--- config.mk ---
export PLATFORM = sky130hd
export DESIGN_NAME = cpu_operand_fetch_flat
export DESIGN_NICKNAME = d
export VERILOG_FILES = /design/src/rtl/cpu_pkg.sv /design/src/rtl/cpu_operand_fetch_if.sv /design/src/rtl/cpu_scoreboard.sv /design/src/rtl/cpu_operand_fetch.sv /design/src/flat_wrapper.sv
export SDC_FILE = /design/constraint.sdc
export NUM_CORES = 1
export LEC_CHECK = 0
export ABC_AREA = 1
export CORE_MARGIN = 2
export CORE_UTILIZATION = 50
export CTS_CLUSTER_SIZE = 10
export DETAILED_ROUTE_END_ITERATION = 10
export GPL_ROUTABILITY_DRIVEN = 0
export PLACE_DENSITY_LB_ADDON = 0.2
export SLEW_MARGIN = 20
export SYNTH_ARGS = -nofsm -noshare
export SYNTH_HDL_FRONTEND = slang
export SYNTH_SLANG_ARGS = --single-unit
--- constraint.sdc ---
create_clock -name clk_i -period 5.8 [get_ports clk_i]
set_clock_uncertainty 0.1 [all_clocks]
set_input_delay 0.58 -clock clk_i [delete_from_list [all_inputs] [get_ports clk_i]]
set_output_delay 0.58 -clock clk_i [all_outputs]
set_load 0.01 [all_outputs]
--- src/rtl/cpu_pkg.sv ---
// Shared definitions for the mox125 operand-fetch stage: register index geometry,
// well-known register numbers and the writeback-bypass capture record.
package cpu_pkg;

  localparam int REG_IDX_W = 4;
  localparam int NREGS     = 16;

  localparam logic [REG_IDX_W-1:0] REG_FP = 4'd0;
  localparam logic [REG_IDX_W-1:0] REG_SP = 4'd1;

  typedef struct packed {
    logic        hit;
    logic [31:0] data;
  } byp_t;

  // Port 1 wins over port 0 when both write the looked-up register.
  function automatic byp_t byp_lookup(
    input logic [REG_IDX_W-1:0] idx,
    input logic                 we0,
    input logic [REG_IDX_W-1:0] idx0,
    input logic [31:0]          d0,
    input logic                 we1,
    input logic [REG_IDX_W-1:0] idx1,
    input logic [31:0]          d1
  );
    byp_t r;
    r.hit  = 1'b0;
    r.data = '0;
    if (we1 && idx1 == idx) begin
      r.hit  = 1'b1;
      r.data = d1;
    end else if (we0 && idx0 == idx) begin
      r.hit  = 1'b1;
      r.data = d0;
    end
    return r;
  endfunction

endpackage

--- src/rtl/cpu_operand_fetch_if.sv ---
// Decode-to-operand-fetch handshake bundle; decode is the master.
interface cpu_operand_fetch_if #(
  parameter int PAYLOAD_W = 32
);
  import cpu_pkg::*;

  logic                 valid;
  logic                 ready;
  logic [REG_IDX_W-1:0] ra_idx;
  logic [REG_IDX_W-1:0] rb_idx;
  logic                 ra_use;
  logic                 rb_use;
  logic                 dest_we;
  logic [REG_IDX_W-1:0] dest_idx;
  logic [PAYLOAD_W-1:0] payload;

  modport master (
    output valid, ra_idx, rb_idx, ra_use, rb_use, dest_we, dest_idx, payload,
    input  ready
  );

  modport slave (
    input  valid, ra_idx, rb_idx, ra_use, rb_use, dest_we, dest_idx, payload,
    output ready
  );

endinterface

--- src/rtl/cpu_scoreboard.sv ---
// Pending-writer bit per register: set on accept, cleared by writeback or flush,
// with set taking priority because the new writer is always the younger one.
module cpu_scoreboard
  import cpu_pkg::*;
#(
  parameter int NREGS = 16
) (
  input  logic                 clk_i,
  input  logic                 rst_i,
  input  logic                 set_i,
  input  logic [REG_IDX_W-1:0] set_idx_i,
  input  logic                 wb_we0_i,
  input  logic [REG_IDX_W-1:0] wb_idx0_i,
  input  logic                 wb_we1_i,
  input  logic [REG_IDX_W-1:0] wb_idx1_i,
  input  logic                 flush_clr_i,
  input  logic [REG_IDX_W-1:0] flush_idx_i,
  input  logic                 ra_use_i,
  input  logic [REG_IDX_W-1:0] ra_idx_i,
  input  logic                 rb_use_i,
  input  logic [REG_IDX_W-1:0] rb_idx_i,
  output logic                 haz_o
);

  logic [NREGS-1:0] sb_q, sb_d, wb_clr;

  always_comb begin
    wb_clr = '0;
    for (int r = 0; r < NREGS; r++) begin
      wb_clr[r] = (wb_we0_i && wb_idx0_i == REG_IDX_W'(r)) ||
                  (wb_we1_i && wb_idx1_i == REG_IDX_W'(r));
    end
  end

  always_comb begin
    sb_d = sb_q & ~wb_clr;
    if (flush_clr_i) sb_d[flush_idx_i] = 1'b0;
    if (set_i)       sb_d[set_idx_i]   = 1'b1;
  end

  // A bit retiring this very cycle is covered by the bypass capture.
  assign haz_o = (ra_use_i && sb_q[ra_idx_i] && !wb_clr[ra_idx_i]) ||
                 (rb_use_i && sb_q[rb_idx_i] && !wb_clr[rb_idx_i]);

  always_ff @(posedge clk_i) begin
    if (rst_i) sb_q <= '0;
    else       sb_q <= sb_d;
  end

endmodule

--- src/rtl/cpu_operand_fetch.sv ---
// Register-read stage: issues RF read indices, aligns the 1-cycle RF read data,
// bypasses same-cycle writebacks and stalls decode on RAW hazards.
module cpu_operand_fetch
  import cpu_pkg::*;
#(
  parameter int PAYLOAD_W = 32,
  parameter int NREGS     = 16
) (
  input  logic                 clk_i,
  input  logic                 rst_i,
  cpu_operand_fetch_if.slave   dec_if,
  output logic [REG_IDX_W-1:0] reg_read_index0_o,
  output logic [REG_IDX_W-1:0] reg_read_index1_o,
  input  logic [31:0]          rf_value0_i,
  input  logic [31:0]          rf_value1_i,
  input  logic                 wb_we0_i,
  input  logic [REG_IDX_W-1:0] wb_idx0_i,
  input  logic [31:0]          wb_data0_i,
  input  logic                 wb_we1_i,
  input  logic [REG_IDX_W-1:0] wb_idx1_i,
  input  logic [31:0]          wb_data1_i,
  input  logic                 flush_i,
  output logic                 valid_o,
  input  logic                 ready_i,
  output logic [31:0]          operand_a_o,
  output logic [31:0]          operand_b_o,
  output logic                 dest_we_o,
  output logic [REG_IDX_W-1:0] dest_idx_o,
  output logic [PAYLOAD_W-1:0] payload_o
);

  logic                 valid_q, first_q;
  byp_t                 byp_a_q, byp_b_q, byp_a_d, byp_b_d;
  logic [31:0]          hold_a_q, hold_b_q;
  logic                 dest_we_q;
  logic [REG_IDX_W-1:0] dest_idx_q;
  logic [PAYLOAD_W-1:0] payload_q;
  logic                 haz, ready, accept, retire;
  logic [31:0]          opa, opb;

  cpu_scoreboard #(.NREGS(NREGS)) u_sb (
    .clk_i       (clk_i),
    .rst_i       (rst_i),
    .set_i       (accept && dec_if.dest_we),
    .set_idx_i   (dec_if.dest_idx),
    .wb_we0_i    (wb_we0_i),
    .wb_idx0_i   (wb_idx0_i),
    .wb_we1_i    (wb_we1_i),
    .wb_idx1_i   (wb_idx1_i),
    .flush_clr_i (flush_i && valid_q && dest_we_q),
    .flush_idx_i (dest_idx_q),
    .ra_use_i    (dec_if.ra_use),
    .ra_idx_i    (dec_if.ra_idx),
    .rb_use_i    (dec_if.rb_use),
    .rb_idx_i    (dec_if.rb_idx),
    .haz_o       (haz)
  );

  assign reg_read_index0_o = dec_if.ra_idx;
  assign reg_read_index1_o = dec_if.rb_idx;

  assign ready       = !haz && (!valid_q || ready_i) && !flush_i;
  assign dec_if.ready = ready;
  assign accept      = dec_if.valid && ready;
  assign retire      = valid_q && ready_i;

  assign byp_a_d = byp_lookup(dec_if.ra_idx, wb_we0_i, wb_idx0_i, wb_data0_i,
                              wb_we1_i, wb_idx1_i, wb_data1_i);
  assign byp_b_d = byp_lookup(dec_if.rb_idx, wb_we0_i, wb_idx0_i, wb_data0_i,
                              wb_we1_i, wb_idx1_i, wb_data1_i);

  // RF data is only live on the first cycle after accept; afterwards replay the hold copy.
  assign opa = first_q ? (byp_a_q.hit ? byp_a_q.data : rf_value0_i) : hold_a_q;
  assign opb = first_q ? (byp_b_q.hit ? byp_b_q.data : rf_value1_i) : hold_b_q;

  assign valid_o     = valid_q;
  assign operand_a_o = opa;
  assign operand_b_o = opb;
  assign dest_we_o   = dest_we_q;
  assign dest_idx_o  = dest_idx_q;
  assign payload_o   = payload_q;

  always_ff @(posedge clk_i) begin
    if (rst_i) begin
      valid_q    <= 1'b0;
      first_q    <= 1'b0;
      byp_a_q    <= '0;
      byp_b_q    <= '0;
      hold_a_q   <= '0;
      hold_b_q   <= '0;
      dest_we_q  <= 1'b0;
      dest_idx_q <= '0;
      payload_q  <= '0;
    end else begin
      if (first_q) begin
        hold_a_q <= opa;
        hold_b_q <= opb;
      end
      if (flush_i) begin
        valid_q <= 1'b0;
        first_q <= 1'b0;
      end else if (accept) begin
        valid_q    <= 1'b1;
        first_q    <= 1'b1;
        byp_a_q    <= byp_a_d;
        byp_b_q    <= byp_b_d;
        dest_we_q  <= dec_if.dest_we;
        dest_idx_q <= dec_if.dest_idx;
        payload_q  <= dec_if.payload;
      end else begin
        first_q <= 1'b0;
        if (retire) valid_q <= 1'b0;
      end
    end
  end

endmodule

--- src/flat_wrapper.sv ---
// flat-port wrapper written by rule: the top's interface ports become plain ports
module cpu_operand_fetch_flat import cpu_pkg::*;
#(
  parameter int PAYLOAD_W = 32,
  parameter int NREGS     = 16
)
  (clk_i, rst_i, reg_read_index0_o, reg_read_index1_o, rf_value0_i, rf_value1_i, wb_we0_i, wb_idx0_i, wb_data0_i, wb_we1_i, wb_idx1_i, wb_data1_i, flush_i, valid_o, ready_i, operand_a_o, operand_b_o, dest_we_o, dest_idx_o, payload_o, dec_if_valid, dec_if_ra_idx, dec_if_rb_idx, dec_if_ra_use, dec_if_rb_use, dec_if_dest_we, dec_if_dest_idx, dec_if_payload, dec_if_ready);
  cpu_operand_fetch_if #(.PAYLOAD_W(PAYLOAD_W)) dec_if_i ();
  input  logic clk_i;
  input  logic rst_i;
  output logic [REG_IDX_W-1:0] reg_read_index0_o;
  output logic [REG_IDX_W-1:0] reg_read_index1_o;
  input  logic [31:0] rf_value0_i;
  input  logic [31:0] rf_value1_i;
  input  logic wb_we0_i;
  input  logic [REG_IDX_W-1:0] wb_idx0_i;
  input  logic [31:0] wb_data0_i;
  input  logic wb_we1_i;
  input  logic [REG_IDX_W-1:0] wb_idx1_i;
  input  logic [31:0] wb_data1_i;
  input  logic flush_i;
  output logic valid_o;
  input  logic ready_i;
  output logic [31:0] operand_a_o;
  output logic [31:0] operand_b_o;
  output logic dest_we_o;
  output logic [REG_IDX_W-1:0] dest_idx_o;
  output logic [PAYLOAD_W-1:0] payload_o;
  input wire logic [$bits(dec_if_i.valid)-1:0] dec_if_valid;
  input wire logic [$bits(dec_if_i.ra_idx)-1:0] dec_if_ra_idx;
  input wire logic [$bits(dec_if_i.rb_idx)-1:0] dec_if_rb_idx;
  input wire logic [$bits(dec_if_i.ra_use)-1:0] dec_if_ra_use;
  input wire logic [$bits(dec_if_i.rb_use)-1:0] dec_if_rb_use;
  input wire logic [$bits(dec_if_i.dest_we)-1:0] dec_if_dest_we;
  input wire logic [$bits(dec_if_i.dest_idx)-1:0] dec_if_dest_idx;
  input wire logic [$bits(dec_if_i.payload)-1:0] dec_if_payload;
  output wire logic [$bits(dec_if_i.ready)-1:0] dec_if_ready;
  assign dec_if_i.valid = dec_if_valid;
  assign dec_if_i.ra_idx = dec_if_ra_idx;
  assign dec_if_i.rb_idx = dec_if_rb_idx;
  assign dec_if_i.ra_use = dec_if_ra_use;
  assign dec_if_i.rb_use = dec_if_rb_use;
  assign dec_if_i.dest_we = dec_if_dest_we;
  assign dec_if_i.dest_idx = dec_if_dest_idx;
  assign dec_if_i.payload = dec_if_payload;
  assign dec_if_ready = dec_if_i.ready;
  cpu_operand_fetch #(.PAYLOAD_W(PAYLOAD_W), .NREGS(NREGS)) u_core (.clk_i(clk_i), .rst_i(rst_i), .dec_if(dec_if_i), .reg_read_index0_o(reg_read_index0_o), .reg_read_index1_o(reg_read_index1_o), .rf_value0_i(rf_value0_i), .rf_value1_i(rf_value1_i), .wb_we0_i(wb_we0_i), .wb_idx0_i(wb_idx0_i), .wb_data0_i(wb_data0_i), .wb_we1_i(wb_we1_i), .wb_idx1_i(wb_idx1_i), .wb_data1_i(wb_data1_i), .flush_i(flush_i), .valid_o(valid_o), .ready_i(ready_i), .operand_a_o(operand_a_o), .operand_b_o(operand_b_o), .dest_we_o(dest_we_o), .dest_idx_o(dest_idx_o), .payload_o(payload_o));
endmodule
==> impl_results.md <==
* Status: complete, no violations
* Drt pass-1 iters at 6
* Setup TNS at 0 ps
* Yosys cell types at 32
* Final Cycle Share at 63.9%
* Die extent in y at 142 µm
* Routed wire length at 30600 µm
* Clk sinks at 185
* Worst Tran Pin Value at 1070 ps
* Pin count of the biggest net entering global routing at 105
* Worst slew margin at 28.1%
* Period minus WS final at 3700 ps
* Post_cts resized at 0
* Fin. max-slew vios at 0
* Most frequent CP cell: nand2_1
* Root Buffer: clkbuf_16
* Max Root-Sink Buffers at 2
* IO Pins at 301
* Final nets at 1890
* Layout cells sized above 1 at 3.33%
* Std cell rows at 50
* DP Worst Slack at 2060 ps
* Top Family by Delay on Critical Path: buffers and inverters
* Cell chain of the critical path: clkdlybuf4s50_1, inv_2, nand2_1, nand2_1, nor2_1, nand3_2, nand2_1, inv_1, nand3_1, nand2_2, nor2_8, clkdlybuf4s50_1
* Initial core utilization at 51.0%
* Input/output buffers at 300
* Worst IR Drop VDD at 0.225 mV
* Post-synthesis sequential area ratio at 38.8%
* Filler cells at 1642
* Via count at 10400
* GR Overflow Total at 0
* CP max-delay cell: clkdlybuf4s50_1
* Setup-failing EPs final at 0
* CTS tree: yes
* Core area at 18700 µm²
* Mean Syn Cell Area at 6.46 µm²
* Worst setup margin at 2100 ps
* Hold Crit Class: reg -> reg
* Final ANT Viol Nets at 0
* TritonCTS buffer count at 17
* CP Capture Type: output pin
* Synthesized area at 9550 µm²
* Vias per cell at 5.33
* Post-CTS Hold Buffers at 0
* Crit Path Max Fanout at 19
* Worst Path Arrival at 3020 ps
* CTS HTree Levels at 4
* Final hold vios at 0
* Syn Nets at 1669
* HPWL Detailed at 21900 µm
* Total power at 3.12 mW
* Pwr dens at 240 nW/µm²
* Max stage delay on crit path at 720 ps
* Clk_lat worst skew at 430 ps
* Diodes inserted at 0
* Crit Path Category: in -> out
* Seq cells post-synth at 185
* Leakage at 4.87 nW
* Synth warnings at 0
* First DRT Iteration DRCs at 851
* Crit start category: input pin
* Number of setup buffers added after CTS at 0
* Cells after Synth at 1479
* Avg WL per Cell at 15.7 µm
* Die ar. at 20200 µm²
* Reg clk slew, reported paths at 70 ps
* Unrepaired setup endpoints after global routing: no
* # DRC at 0
* First-pass GRT wire length at 47300 µm
* Initial antenna violation count at 3
* MaxCap Viol Count at 0
* Synthesis-to-finish area growth at 36.2%
* Buffers & Inverters on Critical Path at 4
* Die W at 142 µm
* All-layer global routing usage at 29.4%
* Vias in the first global route at 9310
* CP Data Required Time at 5120 ps
* Fmax at 270 MHz
## flip-flops by register name, indices dropped and copies added (netlist names)
| name | flops |
|---|---|
| u_core.valid_o | 1 |
| u_core.hold_a_q | 32 |
| u_core.payload_o | 32 |
| u_core.hold_b_q | 32 |
| u_core.u_sb.sb_q | 16 |
| u_core.byp_a_q | 33 |
| u_core.byp_b_q | 33 |
| u_core.dest_we_o | 1 |
| u_core.dest_idx_o | 4 |
| u_core.first_q | 1 |
## kinds of logic (layout without fill, tap and decap cells)
| kind of cell | Yosys count | after routing | synth area share (%) |
|---|---|---|---|
| simple gates | 581 | 581 | 24.2 |
| compound gates | 421 | 421 | 24.3 |
| buf+inv | 290 | 524 | 12.6 |
| flops | 185 | 185 | 38.8 |
| xor+xnor | 2 | 2 | 0.183 |
## tightest hold or removal path: cells and delay by family (launching register included)
| kind | cells | cell delay (ps) |
|---|---|---|
| and+or+nand+nor | 1 | 60 |
| DFF | 1 | 310 |
| AOI/OAI and AO/OA | 1 | 60 |
## synthesized netlist by cell type
cell,number,area share (%)
a211o_1,3,0.28
a21boi_0,1,0.079
a21oi_1,84,4.4
a31oi_1,1,0.066
buf_1,8,0.31
buf_2,12,0.63
buf_4,8,0.63
buf_6,8,0.94
clkbuf_1,68,2.7
clkbuf_2,4,0.21
dfxtp_1,185,39
inv_1,175,6.9
inv_2,7,0.28
nand2_1,136,5.3
nand2_2,1,0.066
nand2_4,1,0.12
nand3_1,40,2.1
nand3b_1,1,0.079
nand4_1,16,1.0
nor2_1,381,15
nor2_2,1,0.066
nor2_8,1,0.21
nor3_1,2,0.10
o211ai_1,1,0.079
o21a_1,64,5.0
o21ai_0,222,12
o21ai_1,25,1.3
o22ai_1,16,1.0
o32ai_1,4,0.37
or2_2,1,0.066
xnor2_1,1,0.092
xor2_1,1,0.092
## power breakdown
part | leakage [nW] | switching (mW) | total, mW | internal (mW)
clock network | 0.279 | 0.529 | 1.18 | 0.649
logic | 3.09 | 0.293 | 0.564 | 0.271
registers | 1.51 | 0.0447 | 1.38 | 1.34
total | 4.87 | 0.867 | 3.12 | 2.26
## cells in the final DEF, fill, tap and decap left out, types with 5 or more instances in the layout
master,count
a21oi_1,84
buf_4,10
clkbuf_16,17
clkdlybuf4s50_1,299
dfxtp_1,184
inv_1,172
inv_2,7
inv_6,5
nand2_1,136
nand3_1,38
nand4_1,16
nor2_1,381
o21a_1,64
o21ai_0,222
o21ai_1,25
o22ai_1,16
## path summary, 6_finish.rpt
kind                                                   endpoint  slack [ps]  cells after the start                            start
worst max-delay path                               dec_if_ready        2100                     12                 dec_if_ra_idx[0]
worst min-delay path            u_core.u_sb.sb_q[15]$_SDFF_PP0_         370                      2  u_core.u_sb.sb_q[15]$_SDFF_PP0_
worst max register to register  u_core.byp_b_q[13]$_SDFFE_PP0P_        3100                     14   u_core.u_sb.sb_q[9]$_SDFF_PP0_
worst min register to register  u_core.u_sb.sb_q[15]$_SDFF_PP0_         370                      2  u_core.u_sb.sb_q[15]$_SDFF_PP0_
## area by class of cell
| type | instances | area (µm²) | area share (%) |
|---|---|---|---|
| Timing Repair Buffer | 310 | 3070 | 23.6 |
| Clock inverter | 13 | 158 | 1.21 |
| Multi-Input combinational cell | 1004 | 4660 | 35.8 |
| Inverter | 182 | 684 | 5.26 |
| Clock buffer | 19 | 433 | 3.33 |
| Sequential cell | 185 | 3710 | 28.5 |
| Tap cell | 234 | 293 | 2.25 |
## metal layers
metal	track usage (%)	vias to the layer above	share of wire (%)
met5	0	-	0.091
met2	50.5	427	48
met1	35.7	4701	40
met3	7.87	71	9.4
met4	9.74	4	2.7
li1	-	5166	-
## through the flow
step                      cell area [µm²]  util, %  instances  hold WS, ps
after floorplan                      9550        -       1479          344
after global placement              12400     66.4       1915          356
after detailed placement            12400     66.4       1915          359
after CTS                           13000     69.5       1947          370
after global routing                13000     69.5       1947          405
final                               13000     69.5       1947          370
Note: power is estimated with default switching activity, not from simulation.
